==> src/rtl/matriz_scan_if.sv <==
// Bundles the scan controller's control, write-port and display signals.
// The master drives control and writes; the slave (matriz_scan) drives the display side.
interface matriz_scan_if #(
  parameter int COLS = 5
) ();
  logic            enable;
  logic [7:0]      dwell;
  logic            wr_en;
  logic [2:0]      wr_addr;
  logic [COLS-1:0] wr_data;
  logic            swap;
  logic [2:0]      func;
  logic [COLS-1:0] col_n;
  logic            frame_done;
  logic            swap_pending;
  logic            busy;

  modport master (
    output enable, dwell, wr_en, wr_addr, wr_data, swap,
    input  func, col_n, frame_done, swap_pending, busy
  );

  modport slave (
    input  enable, dwell, wr_en, wr_addr, wr_data, swap,
    output func, col_n, frame_done, swap_pending, busy
  );
endinterface

==> src/rtl/matriz_scan.sv <==
// Double-buffered 7-row LED matrix scanner: blanks one cycle between rows, shows
// each row for dwell+1 cycles, and exchanges front/back buffers only at frame end.
module matriz_scan #(
  parameter int COLS = 5
) (
  input  logic          clk,
  input  logic          rst,
  matriz_scan_if.slave  bus
);

  typedef enum logic [1:0] {S_IDLE, S_BLANK, S_SHOW} state_t;

  state_t          r_state, w_state_nxt;
  logic [2:0]      r_row, w_row_nxt;
  logic [7:0]      r_cnt, w_cnt_nxt;
  logic [2:0]      r_func, w_func_nxt;
  logic [COLS-1:0] r_col_n, w_col_n_nxt;
  logic            r_frame_done, w_frame_done_nxt;
  logic            r_swap_pending, w_swap_pending_nxt;
  logic            r_busy;
  logic            r_sel;                 // bank currently acting as front
  logic [COLS-1:0] r_bank [2][7];

  logic [2:0]      w_row_idx;
  logic [2:0]      w_wr_idx;
  logic [COLS-1:0] w_front_row;
  logic            w_show_end;
  logic            w_exchange;

  assign w_row_idx   = r_row - 3'd1;
  assign w_wr_idx    = bus.wr_addr - 3'd1;
  assign w_front_row = r_bank[r_sel][w_row_idx];
  assign w_show_end  = (r_state == S_SHOW) && (r_cnt == 8'd0);
  assign w_exchange  = r_swap_pending &&
                       ((r_state == S_IDLE) || (w_show_end && (r_row == 3'd7)));

  // Outputs are precomputed for the state being entered so they can be registered.
  always_comb begin
    w_state_nxt = r_state;
    w_row_nxt   = r_row;
    w_cnt_nxt   = r_cnt;
    w_func_nxt  = 3'd0;
    w_col_n_nxt = '1;
    case (r_state)
      S_IDLE: begin
        w_row_nxt = 3'd1;
        if (bus.enable) w_state_nxt = S_BLANK;
      end
      S_BLANK: begin
        w_cnt_nxt   = bus.dwell;
        w_state_nxt = S_SHOW;
        w_func_nxt  = r_row;
        w_col_n_nxt = ~w_front_row;
      end
      S_SHOW: begin
        if (r_cnt != 8'd0) begin
          w_cnt_nxt   = r_cnt - 8'd1;
          w_func_nxt  = r_func;
          w_col_n_nxt = r_col_n;
        end else begin
          w_row_nxt   = (r_row == 3'd7) ? 3'd1 : r_row + 3'd1;
          w_state_nxt = bus.enable ? S_BLANK : S_IDLE;
        end
      end
      default: w_state_nxt = S_IDLE;
    endcase
    w_frame_done_nxt   = (w_state_nxt == S_SHOW) && (w_row_nxt == 3'd7) &&
                         (w_cnt_nxt == 8'd0);
    w_swap_pending_nxt = w_exchange ? 1'b0 : (r_swap_pending | bus.swap);
  end

  // NOTE: the buffers must clear on reset, so they are plain flops rather than RAM.
  always_ff @(posedge clk) begin
    if (rst) begin
      r_state        <= S_IDLE;
      r_row          <= 3'd1;
      r_cnt          <= 8'd0;
      r_func         <= 3'd0;
      r_col_n        <= '1;
      r_frame_done   <= 1'b0;
      r_swap_pending <= 1'b0;
      r_busy         <= 1'b0;
      r_sel          <= 1'b0;
      for (int b = 0; b < 2; b++)
        for (int r = 0; r < 7; r++)
          r_bank[b][r] <= '0;
    end else begin
      r_state        <= w_state_nxt;
      r_row          <= w_row_nxt;
      r_cnt          <= w_cnt_nxt;
      r_func         <= w_func_nxt;
      r_col_n        <= w_col_n_nxt;
      r_frame_done   <= w_frame_done_nxt;
      r_swap_pending <= w_swap_pending_nxt;
      r_busy         <= (w_state_nxt != S_IDLE);
      if (w_exchange) r_sel <= ~r_sel;
      // Uses the pre-exchange select, so a coincident write lands in the new front.
      if (bus.wr_en && (bus.wr_addr != 3'd0))
        r_bank[~r_sel][w_wr_idx] <= bus.wr_data;
    end
  end

  assign bus.func         = r_func;
  assign bus.col_n        = r_col_n;
  assign bus.frame_done   = r_frame_done;
  assign bus.swap_pending = r_swap_pending;
  assign bus.busy         = r_busy;

endmodule
==> src/flat_wrapper.sv <==
// flat-port wrapper written by rule: the top's interface ports become plain ports
module matriz_scan_flat 
#(
  parameter int COLS = 5
)
  (clk, rst, bus_enable, bus_dwell, bus_wr_en, bus_wr_addr, bus_wr_data, bus_swap, bus_func, bus_col_n, bus_frame_done, bus_swap_pending, bus_busy);
  matriz_scan_if #(.COLS(COLS)) bus_i ();
  input  logic clk;
  input  logic rst;
  input wire logic [$bits(bus_i.enable)-1:0] bus_enable;
  input wire logic [$bits(bus_i.dwell)-1:0] bus_dwell;
  input wire logic [$bits(bus_i.wr_en)-1:0] bus_wr_en;
  input wire logic [$bits(bus_i.wr_addr)-1:0] bus_wr_addr;
  input wire logic [$bits(bus_i.wr_data)-1:0] bus_wr_data;
  input wire logic [$bits(bus_i.swap)-1:0] bus_swap;
  output wire logic [$bits(bus_i.func)-1:0] bus_func;
  output wire logic [$bits(bus_i.col_n)-1:0] bus_col_n;
  output wire logic [$bits(bus_i.frame_done)-1:0] bus_frame_done;
  output wire logic [$bits(bus_i.swap_pending)-1:0] bus_swap_pending;
  output wire logic [$bits(bus_i.busy)-1:0] bus_busy;
  assign bus_i.enable = bus_enable;
  assign bus_i.dwell = bus_dwell;
  assign bus_i.wr_en = bus_wr_en;
  assign bus_i.wr_addr = bus_wr_addr;
  assign bus_i.wr_data = bus_wr_data;
  assign bus_i.swap = bus_swap;
  assign bus_func = bus_i.func;
  assign bus_col_n = bus_i.col_n;
  assign bus_frame_done = bus_i.frame_done;
  assign bus_swap_pending = bus_i.swap_pending;
  assign bus_busy = bus_i.busy;
  matriz_scan #(.COLS(COLS)) u_core (.clk(clk), .rst(rst), .bus(bus_i));
endmodule
==> config.mk <==
export PLATFORM = sky130hd
export DESIGN_NAME = matriz_scan_flat
export DESIGN_NICKNAME = d
export VERILOG_FILES = /design/src/rtl/matriz_scan_if.sv /design/src/rtl/matriz_scan.sv /design/src/flat_wrapper.sv
export SDC_FILE = /design/constraint.sdc
export NUM_CORES = 1
export LEC_CHECK = 0
export CORE_MARGIN = 2
export CORE_UTILIZATION = 40
export CTS_CLUSTER_DIAMETER = 150
export DETAILED_ROUTE_END_ITERATION = 7
export GPL_TIMING_DRIVEN = 1
export SLEW_MARGIN = 20
export SYNTH_ARGS = -nofsm -noshare
export SYNTH_HDL_FRONTEND = slang
export SYNTH_SLANG_ARGS = --single-unit
==> constraint.sdc <==
create_clock -name clk -period 5 [get_ports clk]
set_clock_uncertainty 0.15 [all_clocks]
set_input_delay 1.5 -clock clk [delete_from_list [all_inputs] [get_ports clk]]
set_output_delay 1.5 -clock clk [all_outputs]
set_load 0.01 [all_outputs]
Yosys cells after proc, flatten, opt, wreduce, memory -nomap -nowiden
Memories as Yosys holds them, arrays and structs flattened. A register that Yosys moved wholly into a read port is not among the register bits. Index checks and enable logic that the tools add are counted.

Flip-flop bits (word level): 25. Latch bits: 0. RAM bits: 70. Bits in read-only memories: 0. Input bits: 21. Output and inout bits: 11. Word-level logic and storage cells: 72. Memories: 1.

Memory list: u_core.r_bank (words 2, bits a word 35, rd ports 1, clocked after memory_dff 1, write ports 2, RTL line matriz_scan.sv:22) `logic [COLS-1:0] r_bank [2][7];`.

Add/sub/neg operators: 4. $mul: 0. Div/mod/pow operators: 0. Order comparisons: 3. Equality and inequality tests: 6. Shifts and indexed selects: 0. Mux-type cells: 28. Bitwise operators: 5. Reduce and logical (&&, ||, !) cells: 16.

Operators with widths (number): 35-bit two-way mux (3); 35-bit OR reduction (1); 5-bit two-way mux (4); 8-bit logical NOT (2); 8-bit one-hot mux with 2 select lines (1); 5-bit binary-select mux with 3-bit select (1); 5-bit demux with 3-bit select (1); 3-bit one-hot mux with 2 select lines (2); 5-bit one-hot mux with 2 select lines (1); 3-bit two-way mux (3); 4-bit greater-or-equal comparator (second input constant) (2); 1-bit two-way mux (8); 8-bit two-way mux (1); 3-bit inverter with 4-bit output (2); 8-bit nonzero test (1); 8-bit by 1-bit subtractor with 8-bit output (second input constant) (1); 1-bit logical AND (7); 3-bit == test (second input constant) (2); 2-bit one-hot mux with 3 select lines (1); 3-bit by 1-bit subtractor with 3-bit output (second input constant) (2); 5-bit inverter (1); 2-bit == test (second input constant) (2); 4-bit by 1-bit less-than comparator with 1-bit output (second input constant) (1); 2-bit two-way mux (2); other kinds (10) (10).

Logic depth before layout (Yosys ltp)
Depth in word-level cells: 9. Mapped depth: 9. Mapped depth without buffers: 7.

Worst setup path before layout
OpenSTA, ideal clock, no wires.

Path type: input -> register. Start point: in bus_wr_addr[0]. End point: mem u_core.r_bank[1][20] (netlist name), enable pin. Setup time: 376 ps. Data arrival time: 3333 ps. Required time: 4474 ps. Setup slack: 1141 ps. Stages: 8. Buffers on the path: 2. Cell sequence: clkbuf_1 -> inv_1 -> ha_1 -> nor3_1 -> o21ai_0 -> or2_2 -> clkbuf_1 -> o31ai_1.

RTL lines: from (decl) (RTL line flat_wrapper.sv:13) `input wire logic [$bits(bus_i.wr_addr)-1:0] bus_wr_addr;`; to (decl) (RTL line matriz_scan.sv:22).

==> results.toml <==
[outcome]
status = "complete, no violations"

[yosys]
yosys.area.top_type_share_pct = 44.5
postSynthCellCount = 403
synth.distinct_cells = 57
synth_edf_count = 70
synth-async-reset-ratio_pct = 0
ys_ff_latch = 96
syn_avg_cell_area_um2 = 11.7
syn_area_um2 = 4720
synthTopCellsByArea = "edfxtp_1, dfxtp_1, and2_1, mux2i_1, mux4_2"
synth-seq-area-share_pct = 55.6
yosysWarnings = 0
synth_fp_nets = 435
synthFlopType = "edfxtp_1"
synth_area_leader_cell = "edfxtp_1"

[floorplanning]
fp.dieW_um = 113
die_area_um2 = 12700
start_util_pct = 41.2
row_count = 39
core-area_um2 = 11500
ios = 32
die_y_um = 113

[global_routing]
grt_pass1_wl_um = 17500
grt_pass1_vias = 3208
grt_max_degree = 30
antenna_found_initial = 0
grt_use_total_pct = 18.0
overflow = 0

[sta]
hold_violations = 0
setup_tns_ps = 0
rsz0062_at_grt = "no"
whs_ps = 305
slew_headroom_pct = 27.2
fmax_mhz = 246
slew_violations = 0
setup_viol_count_final = 0
fin_crit_ps = 4070
worstMarginPinSlew_ps = 1090
finalCritPeriodShare_pct = 81.4

[placed_design]
place_congestion = 0.837
dp_hpwl_um = 7760
portBuffers = 31
place_area_um2 = 5180

[clocking]
postCtsResizedCells = 0
cts_root_buf = "clkbuf_16"
clockBufferDepth = 2
cts_htree_levels = 3
path_clk_slew_ps = 70
hold_buffers = 0
cts_tree = "built"
cts_made_buffers = 9
numClockSinks = 96
clock_latency_ps = 340
cts_setup_buffers = 0

[routing]
via_count = 3273
viasPerCell = 5.64
post-route-drc-count = 0
drt-pass1-iter-count = 4
avgRoutedWirePerCell_um = 18.8
wl_um = 10900
first_iter_violations = 318
ant_nets = 0

[hold_path]
holdCritPathClass = "reg2reg"

[power_and_ir_drop]
power_density_nw_per_um2 = 352
p_leak_uw = 0.00194
power_uw = 1940
peakVddDrop_mv = 0.143

[worst_setup_path]
arrival_ps = 3900
cp-start-kind = "input pin"
cp_max_fo = 8
path_class = "in2reg"
max_stage_delay_ps = 620
path_cells = "clkdlybuf4s50_1 > inv_1 > ha_1 > nor3_1 > o21ai_0 > or2_2 > o21ai_0"
critical_path.endpoint_type = "flip-flop"
required_ps = 4830
cp_common_cell = "o21ai_0"
r2r_setup_slack_ps = 2090
cp_slowest_cell = "clkdlybuf4s50_1"

[layout]
design_area_um2 = 5500
nFillCells = 1028
multi_input_area_um2 = 1940
diodes = 0
regArea_um2 = 2620
fin_nets = 464
layout-drive-gt1-share_pct = 9.61
area_delta_synth_final_pct = 16.4

[job]
max_cap_violations = 0
state kept, by name (all words and copies together), names as in the netlist, named ones only:
name and count:
u_core.bus.busy 1, u_core.bus.col_n 5, u_core.bus.frame_done 1, u_core.bus.func 3, u_core.bus.swap_pending 1, u_core.r_bank 70, u_core.r_cnt 8, u_core.r_row 3
u_core.r_sel 1, u_core.r_state 2
cells in the mapped netlist, drive strengths merged, types with 4 or more instances:
cell,number
edfxtp,70
and2,49
nor2,31
dfxtp,26
mux2i,22
nand2,19
o21ai,17
inv,16
clkbuf,14
ha,11
nand3,10
nor3,10
a21oi,8
a22oi,8
mux4,8
buf,7
or2,6
a41oi,5
a31oi,4
nor4b,4
o22ai,4
o32a,4
final cells by class:
type	instances	share of cell area, %
flip-flops and latches	96	47.7
well taps	143	3.26
multi-input cells	270	35.4
clock buffers	9	4.10
clock inverters	7	1.71
repair buffers	39	6.74
inverters	16	1.09
metal layers:
metal / wire [µm] / vias up / global-route usage, %
li1: - / 1559 / -
met1: 5040 / 1601 / 24.7
met2: 5160 / 91 / 29.1
met3: 457 / 22 / 2.65
met4: 223 / 0 / 6.99
met5: 0 / - / 0
cells in the final DEF (no fill, tap or decap), types with 3 or more instances in the layout:
cell,n
mux4_2,8
clkbuf_16,9
and2_1,48
nor4b_1,3
mux2i_1,22
o31ai_1,3
o32a_1,4
dfxtp_1,26
clkdlybuf4s50_1,31
buf_4,8
nor2_1,31
nand3_1,10
and3_1,3
or2_2,5
nand2b_1,3
nand2_1,19
o22ai_1,4
inv_1,16
o22a_1,3
edfxtp_1,70
nor3_1,10
a31oi_1,4
a22oi_1,8
o21ai_0,16
or4b_1,3
ha_1,11
a41oi_1,5
a21oi_1,7
nor2b_1,3
power by group:
group          switching, µW  internal [µW]
Combinational            160            111
Sequential              27.8            900
Clock                    300            438
Total                    489           1450
worst paths after layout:
kind / startpoint / endpoint / cells after the start
setup / recovery: bus_wr_addr[0] / u_core.r_bank[0][31] / 7
setup reg to reg: u_core.r_cnt[0] / u_core.bus.frame_done / 7
hold reg to reg: u_core.bus.func[1] / u_core.bus.func[1] / 2
hold / removal: u_core.bus.func[1] / u_core.bus.func[1] / 2
metrics by stage:
step / utilization, % / cells / worst slack (ps)
floorplan: - / 403 / 1140
global placement: 45.1 / 564 / 722
detailed placement: 45.1 / 564 / 610
CTS: 47.9 / 580 / 964
global route: 47.9 / 580 / 712
finish: 47.9 / 580 / 929
critical path: cells and delay by family:
family	cells	cell delay, ps
AO/OA/AOI/OAI	2	770
buffers and inverters	2	760
AND/OR/NAND/NOR	2	580
adder cells (fa/ha/maj)	1	280
cell families (layout without fill, tap and decap cells):
family | after synthesis | count (layout) | share of synthesized area, %
DFF | 96 | 96 | 55.6
muxes | 30 | 30 | 8.48
xor gates and xnor gates | 5 | 5 | 1.09
AOI/OAI and AO/OA | 69 | 69 | 10.3
adders and majority gates | 11 | 11 | 2.92
buffers and inverters | 37 | 71 | 3.23
and+or+nand+nor | 155 | 155 | 18.4
Note: power is estimated with default switching activity, not from simulation.
